===== src/rtl/dmem_arbiter.sv =====
// Data-memory arbiter: the core MEM stage makes single-beat accesses and a DMA port makes
// word bursts that cannot be interrupted. A starve counter bounds how long the DMA waits.
module dmem_arbiter #(
  parameter int unsigned STARVE_LIMIT = 4,
  parameter int unsigned LEN_W        = 4
) (
  input  logic             clk,
  input  logic             rst_n,
  input  logic             core_req,
  input  logic             core_we,
  input  logic [31:0]      core_addr,
  input  logic [31:0]      core_wdata,
  input  logic [2:0]       core_funct3,
  output logic             core_gnt,
  output logic             core_stall,
  output logic             core_rvalid,
  output logic [31:0]      core_rdata,
  input  logic             dma_req,
  input  logic             dma_we,
  input  logic [31:0]      dma_addr,
  input  logic [LEN_W-1:0] dma_len,
  input  logic [31:0]      dma_wdata,
  output logic             dma_gnt,
  output logic             dma_rvalid,
  output logic [31:0]      dma_rdata,
  output logic             dma_done,
  output logic             dma_err,
  output logic [31:0]      mem_addr,
  output logic [31:0]      mem_wdata,
  output logic [2:0]       mem_funct3,
  output logic             mem_we,
  input  logic [31:0]      mem_rdata
);

  localparam int unsigned SW = $clog2(STARVE_LIMIT + 1);

  typedef enum logic [0:0] {StIdle, StBurst} state_e;

  state_e           state_q, state_d;
  logic [31:0]      addr_q, addr_d;
  logic [LEN_W-1:0] beat_q, beat_d;
  logic [LEN_W-1:0] len_q, len_d;
  logic             we_q, we_d;
  logic [SW-1:0]    starve_q, starve_d;
  logic             dma_start;
  logic             dma_last;
  logic             starve_full;

  assign starve_full = (starve_q == SW'(STARVE_LIMIT));
  assign dma_last    = (beat_q == len_q);
  assign core_stall  = rst_n & core_req & ~core_gnt;

  always_ff @(posedge clk or negedge rst_n) begin
    if (!rst_n) begin
      state_q <= StIdle;
      addr_q  <= '0;
      beat_q  <= '0;
      len_q   <= '0;
      we_q    <= 1'b0;
    end else begin
      state_q <= state_d;
      addr_q  <= addr_d;
      beat_q  <= beat_d;
      len_q   <= len_d;
      we_q    <= we_d;
    end
  end

  always_comb begin
    state_d  = state_q;
    addr_d   = addr_q;
    beat_d   = beat_q;
    len_d    = len_q;
    we_d     = we_q;
    starve_d = starve_q;
    unique case (state_q)
      StIdle: begin
        if (dma_start) begin
          addr_d = dma_addr + 32'd4;
          len_d  = dma_len;
          we_d   = dma_we;
          beat_d = LEN_W'(1);
          if (dma_len != '0) state_d = StBurst;
        end
      end
      StBurst: begin
        addr_d = addr_q + 32'd4;
        beat_d = beat_q + LEN_W'(1);
        if (dma_last) state_d = StIdle;
      end
      default: state_d = StIdle;
    endcase
    if (!dma_req || dma_gnt) begin
      starve_d = '0;
    end else if (core_gnt && !starve_full) begin
      starve_d = starve_q + SW'(1);
    end
  end

  // Outputs are forced low while reset is held, even with requests present.
  always_comb begin
    dma_start  = 1'b0;
    dma_err    = 1'b0;
    dma_gnt    = 1'b0;
    core_gnt   = 1'b0;
    mem_addr   = '0;
    mem_wdata  = '0;
    mem_funct3 = '0;
    mem_we     = 1'b0;
    if (rst_n) begin
      unique case (state_q)
        StIdle: begin
          dma_err   = dma_req & (dma_addr[1:0] != 2'b00);
          dma_start = dma_req & ~dma_err & (~core_req | starve_full);
          core_gnt  = core_req & ~dma_start;
          if (dma_start) begin
            dma_gnt    = 1'b1;
            mem_addr   = dma_addr;
            mem_wdata  = dma_wdata;
            mem_funct3 = 3'b010;
            mem_we     = dma_we;
          end else if (core_gnt) begin
            mem_addr   = core_addr;
            mem_wdata  = core_wdata;
            mem_funct3 = core_funct3;
            mem_we     = core_we;
          end
        end
        StBurst: begin
          dma_gnt    = 1'b1;
          mem_addr   = addr_q;
          mem_wdata  = dma_wdata;
          mem_funct3 = 3'b010;
          mem_we     = we_q;
        end
        default: ;
      endcase
    end
  end

  always_ff @(posedge clk or negedge rst_n) begin
    if (!rst_n) begin
      core_rvalid <= 1'b0;
      core_rdata  <= '0;
      dma_rvalid  <= 1'b0;
      dma_rdata   <= '0;
      dma_done    <= 1'b0;
      starve_q    <= '0;
    end else begin
      core_rvalid <= core_gnt & ~core_we;
      if (core_gnt && !core_we) core_rdata <= mem_rdata;
      dma_rvalid <= dma_gnt & ~mem_we;
      if (dma_gnt && !mem_we) dma_rdata <= mem_rdata;
      dma_done <= (dma_start & (dma_len == '0)) | ((state_q == StBurst) & dma_last);
      starve_q <= starve_d;
    end
  end

endmodule

===== config.mk =====
export PLATFORM = sky130hd
export DESIGN_NAME = dmem_arbiter
export DESIGN_NICKNAME = d
export VERILOG_FILES = /design/src/rtl/dmem_arbiter.sv
export SDC_FILE = /design/constraint.sdc
export NUM_CORES = 1
export LEC_CHECK = 0
export ABC_AREA = 0
export CORE_MARGIN = 2
export CORE_UTILIZATION = 46
export DETAILED_ROUTE_END_ITERATION = 10
export PLACE_DENSITY = 0.93
export SLEW_MARGIN = 20
export SYNTH_ARGS = -nofsm -noshare
export SYNTH_HDL_FRONTEND = slang
export SYNTH_SLANG_ARGS = --single-unit

===== constraint.sdc =====
create_clock -name clk -period 9 [get_ports clk]
set_input_delay 1.8 -clock clk [delete_from_list [all_inputs] [get_ports clk]]
set_output_delay 1.8 -clock clk [all_outputs]
set_load 0.05 [all_outputs]

Word level (Yosys, flattened, before mapping)
Index checks and enable logic that the tools add are counted.
{ "word_totals": {"ff_bits": 112, "in_bits": 173, "out_inout_bits": 139, "word_cells": 85} }
{ "op_classes": {"add_sub_neg": 4, "n_eq_ne": 3, "mux": 35, "n_bitwise": 19, "reduce_logical": 13} }
{ "ops": {"columns": ["operator", "n"], "rows": [
  ["two-way mux 32 bit", 7],
  ["one-hot mux 32 bit (2 select lines)", 3],
  ["adder 32 x 3 -> 32 bit (second input constant)", 2],
  ["two-way mux 3 bit", 5],
  ["two-way mux 1 bit", 14],
  ["bitwise AND 1 bit", 10],
  ["one-hot mux 4 bit (2 select lines)", 1],
  ["NOT 1 bit", 7],
  ["one-hot mux 1 bit (2 select lines)", 3],
  ["one-hot mux 3 bit (2 select lines)", 1],
  ["adder 4 x 1 -> 4 bit (second input constant)", 1],
  ["== test 4 bit", 1],
  ["zero test 1 bit", 4],
  ["zero test 4 bit", 1],
  ["two-way mux 4 bit", 1],
  ["nonzero test 2 bit", 2],
  ["nonzero test 4 bit", 1],
  ["adder 3 x 1 -> 3 bit (second input constant)", 1],
  ["== test 3 bit (second input constant)", 1],
  ["logical AND 1 bit", 3],
  ["inequality test 2 bit (second input constant)", 1],
  ["bitwise OR 1 bit", 2],
  ["AND reduction 2 bit", 1],
  ["logical OR 1 bit", 1]
]} }

Longest topological paths before layout
{ "logic_depth": {"word_depth": 13, "ltp_mapped": 14, "mapped_depth_nobuf": 8} }

Least setup slack after synthesis
OpenSTA, ideal clock, no wires.
{ "synth_timing": {"path_type": "input to output", "start": "input core_req", "end": "output mem_addr[16]", "t_arrival_ps": 4080, "required_ps": 7200, "path_slack_ps": 3120, "stages": 7, "path_buffers": 3, "cell_sequence": "buf_2 > a21bo_2 > and2_1 > buf_2 > clkbuf_1 > nand2_1 > a311oi_1"} }
{ "synth_via": {"elab_chain_cells": 9} }
{ "synth_lines": {"columns": ["item", "line_no", "text"], "rows": [
  ["from (decl)", "9", "input logic core_req,"],
  ["NOT 1 bit", "114", "dma_start = dma_req & ~dma_err & (~core_req | starve_full);"],
  ["bitwise OR 1 bit", "114", null],
  ["bitwise AND 1 bit", "114", null],
  ["NOT 1 bit", "115", "core_gnt = core_req & ~dma_start;"],
  ["bitwise AND 1 bit", "115", null],
  ["two-way mux 32 bit", "122", "end else if (core_gnt) begin"],
  ["two-way mux 32 bit *", "116", "if (dma_start) begin"],
  ["one-hot mux 32 bit (2 select lines) *", "111", "unique case (state_q)"],
  ["two-way mux 32 bit *", "110", "if (rst_n) begin"],
  ["to (decl)", "28", "output logic [31:0] mem_addr,"]
]} }
Mark *: on every way between the ends. The rest lies on a longest branch, timed or not.

Worst setup path in the final report
{ "layout_timing": {"start": "input core_req", "end": "output mem_wdata[13]"} }
{ "layout_via": {"elab_chain_cells": 9} }
{ "layout_lines": {"columns": ["item", "line_no", "text"], "rows": [
  ["NOT 1 bit", "114", null],
  ["bitwise OR 1 bit", "114", null],
  ["bitwise AND 1 bit", "114", null],
  ["NOT 1 bit", "115", null],
  ["bitwise AND 1 bit", "115", null],
  ["two-way mux 32 bit", "122", null],
  ["two-way mux 32 bit *", "116", null],
  ["one-hot mux 32 bit (2 select lines) *", "111", null],
  ["two-way mux 32 bit *", "110", null],
  ["to (decl)", "29", "output logic [31:0] mem_wdata,"]
]} }
Marks and branches as above.

==> key figures <==
Route
  – Wire per inst: about 22 um
  – DRT Pass-1 Iters: 7
  – DR vias/cell: 5.95
  – Via count: 7247
  – Detailed Route Iter0 Violations: approximately 530
  – Routed WL: 26300 um
  – Routed Antenna Nets: 0
  – DRC: 0

Yosys
  – Async set or reset register ratio after synthesis: 100%
  – Largest cells by area after synthesis: dfrtp_1 40%, mux2_2 12%, a22o_1 4.9%, nand2_1 4.8%, nand3_1 4.2%
  – Synth cell types: 61
  – Syn_area_per_cell: 9.36 sq um
  – Syn Std Cell Area: 7010 sq um
  – Most numerous cell in the Yosys netlist: dfrtp_1
  – Synth top cells by count: 112 x dfrtp_1, 90 x nand2_1, 75 x mux2_2
  – Syn Nets: ~900
  – Yosys Warn Count: 0
  – Area leader, netlist: dfrtp_1
  – Post-Synthesis Cells: 749
  – Main synth FF type: dfrtp_1
  – Synth top area share: 40.0%
  – Synth Register Bits: 112
  – Number of synthesized flops with an enable pin: 0
  – Seq/Total Area, Yosys: between 30 and 40%

Power and ir drop
  – Max rail drop VDD: 0.000225 V
  – Combinational share of power: 58.5%
  – Pleak: about 4.3 nW
  – Sequential Power Share: between 20 and 30%
  – Sw Ratio: between 40% and 50%
  – Switch Pwr: about 0.0016 W
  – Pwr dens: 309 nW/um^2
  – Clock network fraction of total power: between 10% and 20%
  – Cell internal pwr: 0.00165 W
  – Design Power: 0.00326 W

Finish
  – # fillers: 1105
  – Layout Nets: 1202
  – Ratio of cells with drive above 1 in the final layout: 11.2%
  – P&R area growth vs syn: 50.3%
  – Ant diodes: 0

Setup path
  – Startpoint Class: primary input
  – Crit path capture type: primary output
  – Critical R2R Launch: starve_q[0]$_DFFE_PN0P_
  – Critical Path Start: core_req
  – CP max FO: 34
  – Worst EP arrival: 5.77 ns
  – Data required, critical path: just over 7 ns
  – CP Class: in2out

GRT
  – Total track usage: 31.5%
  – First-pass GRT wire length: 39400 um
  – Largest net degree at the start of global routing: 84
  – GRT Residual Overflow: 0
  – Vias in the first global route: ~7000
  – Number of antenna violations at the first check in global routing: 0

Clock tree
  – Reg clk slew, reported paths: 0.08 ns
  – Clock Latency Late Sink: 0.37 ns
  – Post_cts resized: 0
  – CTS H-tree lvls: 3
  – Root Buffer: clkbuf_16
  – Clk sinks: between 100 and 150
  – Longest Clk Path Bufs: 2
  – CTS tree: built
  – Hold buffers post-CTS: 0
  – Post CTS Setup Buffer Count: 0
  – Cts bufs inserted: 9

Timing
  – RSZ-0062 raised after global routing: false
  – Final setup fails: 0
  – Period utilisation layout: 84.1%
  – Worst-margin pin slew: 1.07 ns
  – Final TNS setup: 0 ns
  – Clk_skew: 0.0155 ns
  – Worst slew margin: between 20 and 30%
  – Crit path time final: between 7 and 8 ns
  – Final setup margin: 1.43 ns
  – Slew Viols, Final: 0
  – Fmax: 0.132 GHz
  – Final Hold Vio Count: 0

Worst hold path
  – Worst Hold Class: reg2reg
  – Hold Path Origin: core_rdata[21]$_DFFE_PN0P_

Floorplanning
  – Starting density of the core: 46.6%
  – Die width: 127 um
  – Die H: 127 um
  – Placement row count: 45
  – Die area: ~16000 sq um
  – Core footprint: 15000 sq um
  – I/O pins: 312

Placed design
  – Port Buffers: between 300 and 400
  – Global placement routability congestion: slightly above 0.9
  – Post-DP HPWL: just under 20000 um
  – Setup WS pre-CTS: 1.47 ns

Run
  – Max Cap Violations: 0

Run status
  – Status: finished, final reports clean
placed cells by master, fill, tap and decap left out, types with 6 or more instances in the layout:
cell type,synthesis,final
clkbuf_16,0,9
clkdlybuf4s50_1,0,310
nand4_1,7,7
a22o_1,39,39
nand3b_1,8,8
nand2_1,90,90
inv_1,8,8
o211a_1,12,12
dfrtp_1,112,111
o22ai_1,8,8
nor2b_1,7,6
or3_1,6,6
a22oi_1,10,10
xor2_1,25,25
mux2i_1,7,7
buf_4,0,10
o21ai_0,48,48
nor3_1,11,11
nand3_1,59,59
mux2_2,75,75
xnor2_1,20,20
a21oi_1,18,18
nor2_1,50,49
kinds of logic after synthesis:
group | share of synthesized area [%]
and+or+nand+nor | 18.5
AOI/OAI and AO/OA | 18.4
DFF | 40.0
muxes | 13.0
buffers and inverters | 3.75
xor gates and xnor gates | 5.62
adders and majority gates | 0.714
power groups by stage:
stage | registers [W] | clock network [W] | logic (W)
2_1_floorplan | 0.00136 | 0 | 0.000800
3_3_place_gp | 0.000905 | 0 | 0.00186
3_5_place_dp | 0.000922 | 0 | 0.00190
4_1_cts | 0.000914 | 0.000440 | 0.00191
5_1_grt | 0.000945 | 0.000468 | 0.00199
6_report | 0.000918 | 0.000435 | 0.00191
state kept, by name, indices dropped and copies added, names as in the netlist:
| name | flops |
|---|---|
| beat_q | 4 |
| dma_rvalid | 1 |
| len_q | 4 |
| dma_rdata | 32 |
| dma_done | 1 |
| core_rvalid | 1 |
| we_q | 1 |
| starve_q | 3 |
| state_q | 1 |
| addr_q | 32 |
| core_rdata | 32 |
layer usage:
layer	vias up	part of all wire [%]	global-route usage (%)
met5	-	0	0
met4	0	6.1	19.3
met3	77	8.5	7.12
met2	392	49	53.2
met1	3494	37	36.4
li1	3284	-	-
worst paths after layout:
| kind | end | slack, ns | cells after the start |
|---|---|---|---|
| worst max-delay path | mem_wdata[13] | 1.43 | 9 |
| worst min-delay path | core_rdata[21]$_DFFE_PN0P_ | 0.51 | 1 |
| worst max register to register | core_rdata[8]$_DFFE_PN0P_ | 4.87 | 7 |
| worst min register to register | core_rdata[21]$_DFFE_PN0P_ | 0.51 | 1 |
| max in group asynchronous | dma_rdata[25]$_DFFE_PN0P_ | 6.30 | 2 |
| min in group asynchronous | len_q[0]$_DFFE_PN0P_ | 1.39 | 1 |
metrics by stage:
step	instances	hold WS (ns)	instance area [sq um]	util (%)
6_report	1218	0.510	10500	70.1
5_1_grt	1218	0.522	10500	70.1
4_1_cts	1218	0.513	10500	70.1
3_5_place_dp	1202	0.492	10200	67.9
3_3_place_gp	1202	0.488	10200	67.9
2_1_floorplan	749	0.465	7010	-
critical path, stage by stage:
cell,delay [ns]
clkdlybuf4s50_1,0.46
buf_4,0.28
a21bo_2,0.29
and2_1,0.14
buf_4,0.23
o21ai_1,0.40
clkinv_1,0.90
a22o_1,0.53
clkdlybuf4s50_1,0.72
final cells by class:
type | instances | area, sq um | area share [%]
clock buffers | 9 | 225 | 2.14
clock inverters | 7 | 96.3 | 0.914
inverters | 9 | 33.8 | 0.321
multi-input cells | 573 | 3960 | 37.6
flip-flops and latches | 112 | 2810 | 26.6
well taps | 188 | 235 | 2.23
repair buffers | 320 | 3180 | 30.2
Note: power is estimated with default switching activity, not from simulation.
